### config.mk
export PLATFORM = sky130hd
export DESIGN_NAME = ram_arbiter
export DESIGN_NICKNAME = d
export VERILOG_FILES = /design/src/rtl/ram_arbiter.sv
export SDC_FILE = /design/constraint.sdc
export NUM_CORES = 1
export LEC_CHECK = 0
export ABC_AREA = 1
export CORE_MARGIN = 3
export CORE_UTILIZATION = 54
export DETAILED_ROUTE_END_ITERATION = 6
export PLACE_DENSITY = 0.84
export SLEW_MARGIN = 20
export SYNTH_ARGS = -nofsm -noshare
export SYNTH_HDL_FRONTEND = slang
export SYNTH_SLANG_ARGS = --single-unit
export TNS_END_PERCENT = 10
### constraint.sdc
create_clock -name clk -period 2.8 [get_ports clk]
set_input_delay 0.42 -clock clk [delete_from_list [all_inputs] [get_ports clk]]
set_output_delay 0.42 -clock clk [all_outputs]
set_load 0.005 [all_outputs]
### src/rtl/ram_arbiter.sv
// Round-robin two-port arbiter/sequencer for a single-port sync RAM.
// Optional post-reset memory clear: define RAM_ARB_MEM_INIT_EN.
module ram_arbiter #(
  parameter int AW       = 4,
  parameter int DW       = 4,
  parameter int LED_BITS = 24
) (
  input  logic          clk,
  input  logic          rst,
  input  logic          req0,
  input  logic          we0,
  input  logic [AW-1:0] addr0,
  input  logic [DW-1:0] wdata0,
  output logic          gnt0,
  output logic          rvalid0,
  output logic [DW-1:0] rdata0,
  input  logic          req1,
  input  logic          we1,
  input  logic [AW-1:0] addr1,
  input  logic [DW-1:0] wdata1,
  output logic          gnt1,
  output logic          rvalid1,
  output logic [DW-1:0] rdata1,
  output logic          ram_wr,
  output logic [AW-1:0] ram_addr,
  output logic [DW-1:0] ram_data,
  input  logic [DW-1:0] ram_q,
  output logic          busy,
  output logic          led
);

  logic                last;
  logic                serve;
  logic                init_wr;
  logic [AW-1:0]       init_addr;
  logic                win0;
  logic                win1;
  logic [LED_BITS-1:0] act_cnt;
  logic [LED_BITS-1:0] cnt_nxt;

`ifdef RAM_ARB_MEM_INIT_EN
  typedef enum logic {INIT, SERVE} state_t;
  state_t state;
  state_t state_nxt;

  always_ff @(posedge clk or negedge rst) begin
    if (!rst) begin
      state     <= INIT;
      init_addr <= '0;
    end else begin
      state <= state_nxt;
      if (state == INIT)
        init_addr <= init_addr + 1'b1;
    end
  end

  always_comb begin
    state_nxt = state;
    if (state == INIT && init_addr == '1)
      state_nxt = SERVE;
  end

  assign busy    = (state == INIT);
  assign serve   = rst && (state == SERVE);
  assign init_wr = rst && (state == INIT);
`else
  assign busy      = 1'b0;
  assign serve     = rst;
  assign init_wr   = 1'b0;
  assign init_addr = '0;
`endif

  // tie goes to whoever was not served last
  assign win0 = req0 && (!req1 || last);
  assign win1 = req1 && (!req0 || !last);

  always_comb begin
    gnt0     = 1'b0;
    gnt1     = 1'b0;
    ram_wr   = 1'b0;
    ram_addr = '0;
    ram_data = '0;
    if (init_wr) begin
      ram_wr   = 1'b1;
      ram_addr = init_addr;
    end else if (serve) begin
      unique case (1'b1)
        win0: begin
          gnt0     = 1'b1;
          ram_wr   = we0;
          ram_addr = addr0;
          ram_data = wdata0;
        end
        win1: begin
          gnt1     = 1'b1;
          ram_wr   = we1;
          ram_addr = addr1;
          ram_data = wdata1;
        end
        default: ;
      endcase
    end
  end

  always_comb begin
    cnt_nxt = act_cnt;
    if (gnt0 || gnt1)
      cnt_nxt = '1;
    else if (act_cnt != '0)
      cnt_nxt = act_cnt - 1'b1;
  end

  always_ff @(posedge clk or negedge rst) begin
    if (!rst) begin
      last    <= 1'b1;
      rvalid0 <= 1'b0;
      rvalid1 <= 1'b0;
      act_cnt <= '0;
      led     <= 1'b0;
    end else begin
      if (gnt0)
        last <= 1'b0;
      else if (gnt1)
        last <= 1'b1;
      rvalid0 <= gnt0 && !we0;
      rvalid1 <= gnt1 && !we1;
      act_cnt <= cnt_nxt;
      led     <= (cnt_nxt != '0);
    end
  end

  assign rdata0 = rvalid0 ? ram_q : '0;
  assign rdata1 = rvalid1 ? ram_q : '0;

endmodule

==> Word level (Yosys, flattened, before mapping) <==
Index checks and enable logic that the tools add are counted.
{ "word_totals": {"reg_bits": 28, "input_bits": 26, "output_inout_bits": 23, "word_cells": 37} }
{ "op_classes": {"n_addsub": 1, "mux": 16, "reduce_logical": 15} }
{ "ops": {"columns": ["operator", "n"], "rows": [
  ["24-bit 2-to-1 mux", 2],
  ["24-bit nonzero test", 2],
  ["24-bit by 1-bit subtractor with 24-bit output (second input constant)", 1],
  ["4-bit 2-to-1 mux", 4],
  ["4-bit one-hot mux with 2 select lines", 2],
  ["1-bit 2-to-1 mux", 7],
  ["1-bit logical NOT", 5],
  ["1-bit logical AND", 4],
  ["1-bit logical OR", 3],
  ["1-bit one-hot mux with 2 select lines", 1],
  ["2-bit nonzero test", 1]
]} }

==> Logic depth before layout (Yosys ltp) <==
Gate-level depths: netlist of run 1.
{ "depth": {"word_depth": 8, "depth_mapped": 14, "depth_no_buf": 14} }

==> Worst setup path after synthesis of run 1 <==
OpenSTA, ideal clock, no wires.
{ "synth_path": {"path_kind": "register to register", "start": "register act_cnt[0]", "end": "register led", "setup_ps": 119, "arrival_time_ps": 1577, "required_time_ps": 2681, "path_slack_ps": 1105, "stages_incl_launch_ff": 14, "path_buffers": 0, "synth_period_minus_slack_ps": 1695, "path_cell_list": "dfrtp_1 -> inv_1 -> ha_1 -> inv_1 -> nor2_1 -> inv_1 -> nand2_1 -> inv_1 -> o21ai_2 -> nand3_1 -> nor2_1 -> nand2_1 -> nor2_1 -> nand2_1"} }
{ "synth_between": {"elab_chain_len": 4, "elab_cells_between_ends": 5, "cone_classes": "add/sub (1); mux (2); reduce/logical (2)"} }
{ "synth_rtl": {"columns": ["item", "line_no", "text"], "rows": [
  ["start, declared", "38", "logic [LED_BITS-1:0] act_cnt;"],
  ["start signal, assigned", "127", "act_cnt <= cnt_nxt;"],
  ["24-bit by 1-bit subtractor with 24-bit output or 24-bit nonzero test (tied branches)", "110, 109", null],
  ["24-bit 2-to-1 mux *", "109", "else if (act_cnt != '0)"],
  ["24-bit 2-to-1 mux *", "107", "if (gnt0 || gnt1)"],
  ["24-bit nonzero test *", "128", "led <= (cnt_nxt != '0);"],
  ["end signal, assigned", "128", null],
  ["end, declared", "29", "output logic led"]
]} }
Mark *: on every way between the ends. The rest lies on a longest branch, timed or not.
A chain may end at the register's enable or synchronous reset.

==> Final worst setup path of run 1 <==
{ "layout_path": {"start": "input rst", "end": "output ram_data[3]"} }
{ "layout_between": {"elab_chain_len": 1} }
{ "layout_rtl": {"columns": ["item", "line_no", "text"], "rows": [
  ["start, declared", "9", "input logic rst,"],
  ["4-bit 2-to-1 mux", "86", "end else if (serve) begin"],
  ["end, declared", "26", "output logic [DW-1:0] ram_data,"]
]} }
No other way between the ends.

==> impl_results.md, run 1 <==
- Die Y: 67.0 um
- Synth area leader: dfrtp_1
- WS Path Type: primary input to output pin
- Vias per cell: 5.30
- Nets: between 300 and 400
- Initial antenna violation count: 0
- CTS Root Buffer Type: clkbuf_8
- Number of I/O port buffers: 47
- Post-DP HPWL: 4.30 mm
- Seq/Total Area, Yosys: 0.350
- Layout fillers: 271
- First-pass GRT wire length: 9.38 mm
- FMAX: 387 MHz
- Total track usage: 0.279
- Number of detailed-route iterations in the first pass: 6
- RSZ-0062 raised after global routing: false
- Number of hold buffers added after CTS: 0
- Routed WL per cell: 13.4 um
- Yosys top cell area share: 0.336
- CP Data Required Time: roughly 2.4 ns
- Vias: approximately 2.2k
- Multi-input logic area: 1090 um^2
- Residual DRC: 0
- Post-CTS Resized: 0
- Inserted Diodes: 0
- ANT nets after route: 0
- Post-synth EDFFs: 0
- CTS tree: built
- Setup violators final: 0
- Most numerous cell in the Yosys netlist: nand2_1
- LEAKAGE: between 1 and 1.5 nW
- Max cap viols: 0
- Starting Density: 0.579
- Cells after Synth: around 310
- Startpoint types: primary input
- Synth top area cells: dfrtp_1 (34%), nand2_1 (16%), nor2_1 (12%)
- Area grow syn2layout: 28.2%
- Synth Area per Inst: between 6 and 7 um^2
- Ys flop type: dfrtp_1
- Sequential cell area: roughly 700 um^2
- Fin Setup TNS: 0 ns
- Final Wtd Congestion: 0.912
- Synth warnings: 0
- Worst-path maximum fanout: 10
- CTS sink cnt: 28
- Skew-Pair Late Insertion Delay: about 0.29 ns
- Mapped Area: 2010 um^2
- CTS H-tree depth: 1
- Hold Vio Cnt, Final: 0
- Drt initial violations: between 200 and 250
- Pwr Total: 0.922 mW
- Clock transition at the registers of the reported paths: 0.09 ns
- Pin count of the biggest net entering global routing: 29
- Wirelength, routed: between 5 and 6 mm
- Setup crit end kind: output pin
- Maximum vdd ir drop: 0.000284 V
- Global route total overflow: 0
- Post-route minimum period: 2.58 ns
- Asr flop ratio synth: 1.00
- Synth top cells by count: nand2_1 (87), nor2_1 (65), inv_1 (46)
- Final slew viol count: 0
- CTS Buf Count: 3
- Layout cells sized above 1: 0.0663
- Tcrit/Tclk final: 0.922
- Site Rows: 21
- Net Count, Synth: 341
- Overall die width: 67.0 um
- Seq cells post-synth: 28
- Vias in the first global route: roughly 2.1k
- Core footprint: 3470 um^2
- Clk buf depth: 2
- Distinct cells, synth: 29
- CP arrival: roughly 2.2 ns
- Pwr per Cell Area: around 360 nW/um^2
- Clk_skew: 0.0116 ns
- Min-Delay Path Class: register to register
- Post-CTS setup buffer count: 0
- IO Pins: between 40 and 50
- Die area: 4490 um^2
- Status: finished, final reports clean
-- path summary, 6_finish.rpt --
| path | from | end | slack (ns) | cells past startpoint |
|---|---|---|---|---|
| worst max-delay path | rst | ram_data[3] | 0.22 | 5 |
| worst min-delay path | last$_DFFE_PN1P_ | last$_DFFE_PN1P_ | 0.52 | 2 |
| worst max register to register | act_cnt[0]$_DFF_PN0_ | led$_DFF_PN0_ | 0.46 | 11 |
| worst min register to register | last$_DFFE_PN1P_ | last$_DFFE_PN1P_ | 0.52 | 2 |
| max in group asynchronous | rst | last$_DFFE_PN1P_ | 1.77 | 2 |
| min in group asynchronous | rst | act_cnt[12]$_DFF_PN0_ | 0.71 | 2 |
-- flip-flops by register name, indices dropped and copies added, names as in the netlist --
signal and count:
led 1, rvalid1 1, act_cnt 24, rvalid0 1, last 1
-- per-stage QoR --
| step | setup slack, ns | instances | util | area (um^2) | hold slack [ns] |
|---|---|---|---|---|---|
| 6_report | 0.218 | 408 | 0.742 | 2570 | 0.517 |
| 5_1_grt | 0.153 | 408 | 0.742 | 2570 | 0.566 |
| 2_1_floorplan | 1.10 | 313 | - | 2010 | 0.124 |
| 4_1_cts | 0.243 | 408 | 0.742 | 2570 | 0.516 |
| 3_5_place_dp | 0.264 | 404 | 0.726 | 2520 | 0.510 |
| 3_3_place_gp | 0.278 | 404 | 0.726 | 2520 | 0.504 |
-- cell type report --
| type | instances | area share |
|---|---|---|
| clock buffer | 4 | 0.0214 |
| tap | 46 | 0.0224 |
| timing repair buffer | 50 | 0.192 |
| multi-input combinational | 232 | 0.422 |
| sequential | 28 | 0.273 |
| inverter | 48 | 0.0700 |
-- worst max-delay path, stage by stage --
cell,delay [ns]
clkdlybuf4s50_1,0.53
nand3_1,0.20
clkinv_1,0.27
a22o_1,0.30
clkdlybuf4s50_1,0.44
-- cells in the final DEF (no fill, tap or decap), types with 4 or more instances in the layout --
cell type         n
nor2_2            6
clkbuf_8          4
a21oi_1           7
dfrtp_1          27
nor2_1           65
nand2_1          87
clkdlybuf4s50_1  47
o21ai_0           4
a22o_1            9
nand3_1          22
inv_1            46
nand4_1           7
nand3b_1          6
-- metal layers --
layer	wire, um	global-route usage	up-vias
met3	374	0.0405	13
met1	2410	0.378	974
met2	2570	0.450	102
li1	-	-	1072
met4	131	0.0987	0
met5	0	0	-
-- kinds of logic (layout without fill, tap and decap cells) --
group,count (synthesis),in the layout,synth area share
and+or+nand+nor,204,204,0.442
other,1,1,0.00187
AOI/OAI and AO/OA,25,25,0.0847
DFF,28,28,0.350
adders and majority gates,2,2,0.0125
buffers and inverters,53,102,0.110
-- power by group --
| part | switching (mW) | internal, mW |
|---|---|---|
| logic | 0.106 | 0.101 |
| registers | 0.0223 | 0.428 |
| clock network | 0.137 | 0.126 |
(Power assumes the default switching activity.)
==> run 2: changes to the inputs <==
--- a/config.mk
+++ b/config.mk
@@ -7,9 +7,10 @@
 export LEC_CHECK = 0
 export ABC_AREA = 1
 export CORE_MARGIN = 3
-export CORE_UTILIZATION = 54
+export CORE_UTILIZATION = 51
+export CTS_BUF_LIST = sky130_fd_sc_hd__clkbuf_8
 export DETAILED_ROUTE_END_ITERATION = 6
-export PLACE_DENSITY = 0.84
+export PLACE_DENSITY = 0.8
 export SLEW_MARGIN = 20
 export SYNTH_ARGS = -nofsm -noshare
 export SYNTH_HDL_FRONTEND = slang
==> constraint.sdc (replaced) <==
create_clock -name clk -period 2.9 [get_ports clk]
set_input_delay 0.435 -clock clk [delete_from_list [all_inputs] [get_ports clk]]
set_output_delay 0.435 -clock clk [all_outputs]
set_load 0.005 [all_outputs]
==> impl_results.md, run 2 (synthesis results as in run 1) <==
- Clock transition at the registers of the reported paths: 0.10 ns (about the same)
- Site Rows: 22 (+4.8%)
- Die Y: 68.8 um (+2.6%)
- Clk buf depth: 2 (unchanged)
- Number of hold buffers added after CTS: 0 (unchanged)
- IO Pins: 49 (unchanged)
- Pwr per Cell Area: 343 nW/um^2 (-4.3%)
- Drt initial violations: 174 (-19%)
- Starting Density: 0.540 (-0.0386)
- CTS Root Buffer Type: clkbuf_8
- Placed Instances: 407 (+0.74%)
- Number of detailed-route iterations in the first pass: 4 (-2)
- Placed cell area: 2530 um^2 (+0.40%)
- Die area: 4730 um^2 (+5.4%)
- Fin Hold WS: 0.530 ns (+0.0132 ns)
- Routed WL per cell: 13.4 um (-0.22%)
- Status: finished, final reports clean
- Hold Vio Cnt, Final: 0 (unchanged)
- Overall die width: 68.8 um (+2.6%)
- Slowest-stage cell, CP: clkdlybuf4s50_1
- Slack of the critical path: 0.299 ns (+0.0802 ns)
- Max cap viols: 0 (unchanged)
- CTS H-tree depth: 1 (unchanged)
- Inserted Diodes: 0 (unchanged)
- Tcrit/Tclk final: 0.897
- FMAX: 384 MHz
- Worst min-delay path startpoint: last$_DFFE_PN1P_
- Skew-Pair Late Insertion Delay: 0.28 ns (about the same)
- Cell family with most CP delay: buffers and inverters
- Number of I/O port buffers: 47 (unchanged)
- Total track usage: 0.257 (-0.0221)
- Most frequent cell on the critical path: clkdlybuf4s50_1
- Critical-path cell list: clkdlybuf4s50_1, nand3_1, clkinv_1, a22o_1, clkdlybuf4s50_1
- CTS sink cnt: 28 (unchanged)
- Pin count of the biggest net entering global routing: 29 (unchanged)
- Post-CTS Resized: 0 (unchanged)
- Worst slack, placed: 0.292 ns (+0.0280 ns)
- Final Wtd Congestion: 0.924 (+1.3%)
- Finished Layout Cells: 411 (+0.74%)
- Crit path from: rst
- Setup violators final: 0 (unchanged)
- CTS Buf Count: 3 (unchanged)
- Reg with most FFs: act_cnt
- CP Data Required Time: 2.47 ns (+0.09 ns)
- RSZ-0062 raised after global routing: false
- Post-CTS setup buffer count: 0 (unchanged)
- Residual DRC: 0 (unchanged)
- First-pass GRT wire length: 9.12 mm (-2.8%)
- Initial antenna violation count: 0 (unchanged)
- CTS tree: built
- Global route total overflow: 0 (unchanged)
- WS Path Type: primary input to output pin
- Startpoint types: primary input
- Number of flip-flops in the largest register: 24 (unchanged)
- Wirelength, routed: 5.51 mm (+0.51%)
- Vias per cell: 5.10 (-3.6%)
- Worst-path maximum fanout: 10 (unchanged)
- Crit-path max cell delay: 0.52 ns (about the same)
- Core footprint: 3720 um^2 (+7.1%)
- Maximum vdd ir drop: 0.000203 V (-29%)
- Fin Setup TNS: 0 ns (unchanged)
- Commonest non-fill, non-tap cell in the layout: nand2_1
- CP Buf/Inv Count: 3 (unchanged)
- Area grow syn2layout: 28.7%
- Final slew viol count: 0 (unchanged)
- LEAKAGE: 1.15 nW (+0.40%)
- Post-route minimum period: 2.60 ns
- Layout Cell Area excl Fill: 2580 um^2 (+0.39%)
- Most frequent cells in the layout: nand2_1 (87), nor2_1 (65), clkdlybuf4s50_1 (47)
- Clk_skew: 0.00687 ns (-0.00470 ns)
- Nets: 392 (+0.26%)
- Layout cells sized above 1: 0.0689 (+0.00257)
- Setup crit end kind: output pin
- Min-Delay Path Class: register to register
- Reg2Reg Launch Point: act_cnt[0]$_DFF_PN0_
- Vias in the first global route: 2,053 (-2.4%)
- ANT nets after route: 0 (unchanged)
- CP arrival: 2.17 ns (about the same)
- Post-DP HPWL: 4.51 mm (+4.8%)
- Vias: 2,098 (-2.9%)
run 2: routing by layer:
layer / GRT usage / wire, um
met5: 0 / 0
met4: 0.0706 / 76
met3: 0.0340 / 344
met1: 0.355 / 2510
met2: 0.421 / 2580
run 2: area by class of cell:
type | instances | area, um^2
Sequential cell | 28 | 702
Inverter | 48 | 180
Fill cell | 352 | 1130
Multi-Input combinational cell | 232 | 1090
Timing Repair Buffer | 51 | 500
Tap cell | 48 | 60.1
Clock buffer | 4 | 55.1
run 2: worst register-to-register path, stage by stage (launching register included):
cell	delay, ns
dfrtp_1	0.40
inv_1	0.16
ha_1	0.28
inv_1	0.08
nor2_1	0.34
inv_1	0.11
nand2_1	0.07
inv_1	0.05
o21ai_2	0.13
nand3_1	0.09
nor2_1	0.15
nand2_1	0.10
nor2_1	0.16
nand2_1	0.07
run 2: final timing paths:
check,cells past startpoint,to,slack (ns)
setup / recovery,5,ram_addr[2],0.30
hold / removal,2,last$_DFFE_PN1P_,0.53
setup reg to reg,13,led$_DFF_PN0_,0.61
hold reg to reg,2,last$_DFFE_PN1P_,0.53
max in group asynchronous,2,last$_DFFE_PN1P_,1.88
min in group asynchronous,2,act_cnt[15]$_DFF_PN0_,0.70
run 2: stage by stage:
step | power [mW] | utilization
after floorplan | 0.539 | -
after global placement | 0.641 | 0.680
after detailed placement | 0.645 | 0.680
after CTS | 0.884 | 0.695
after global routing | 0.932 | 0.695
final | 0.886 | 0.695
run 2: power by group:
| group | internal [mW] | leakage [nW] | switching (mW) |
|---|---|---|---|
| registers | 0.413 | 0.262 | 0.0215 |
| logic | 0.0994 | 0.858 | 0.104 |
| clock network | 0.122 | 0.0288 | 0.126 |
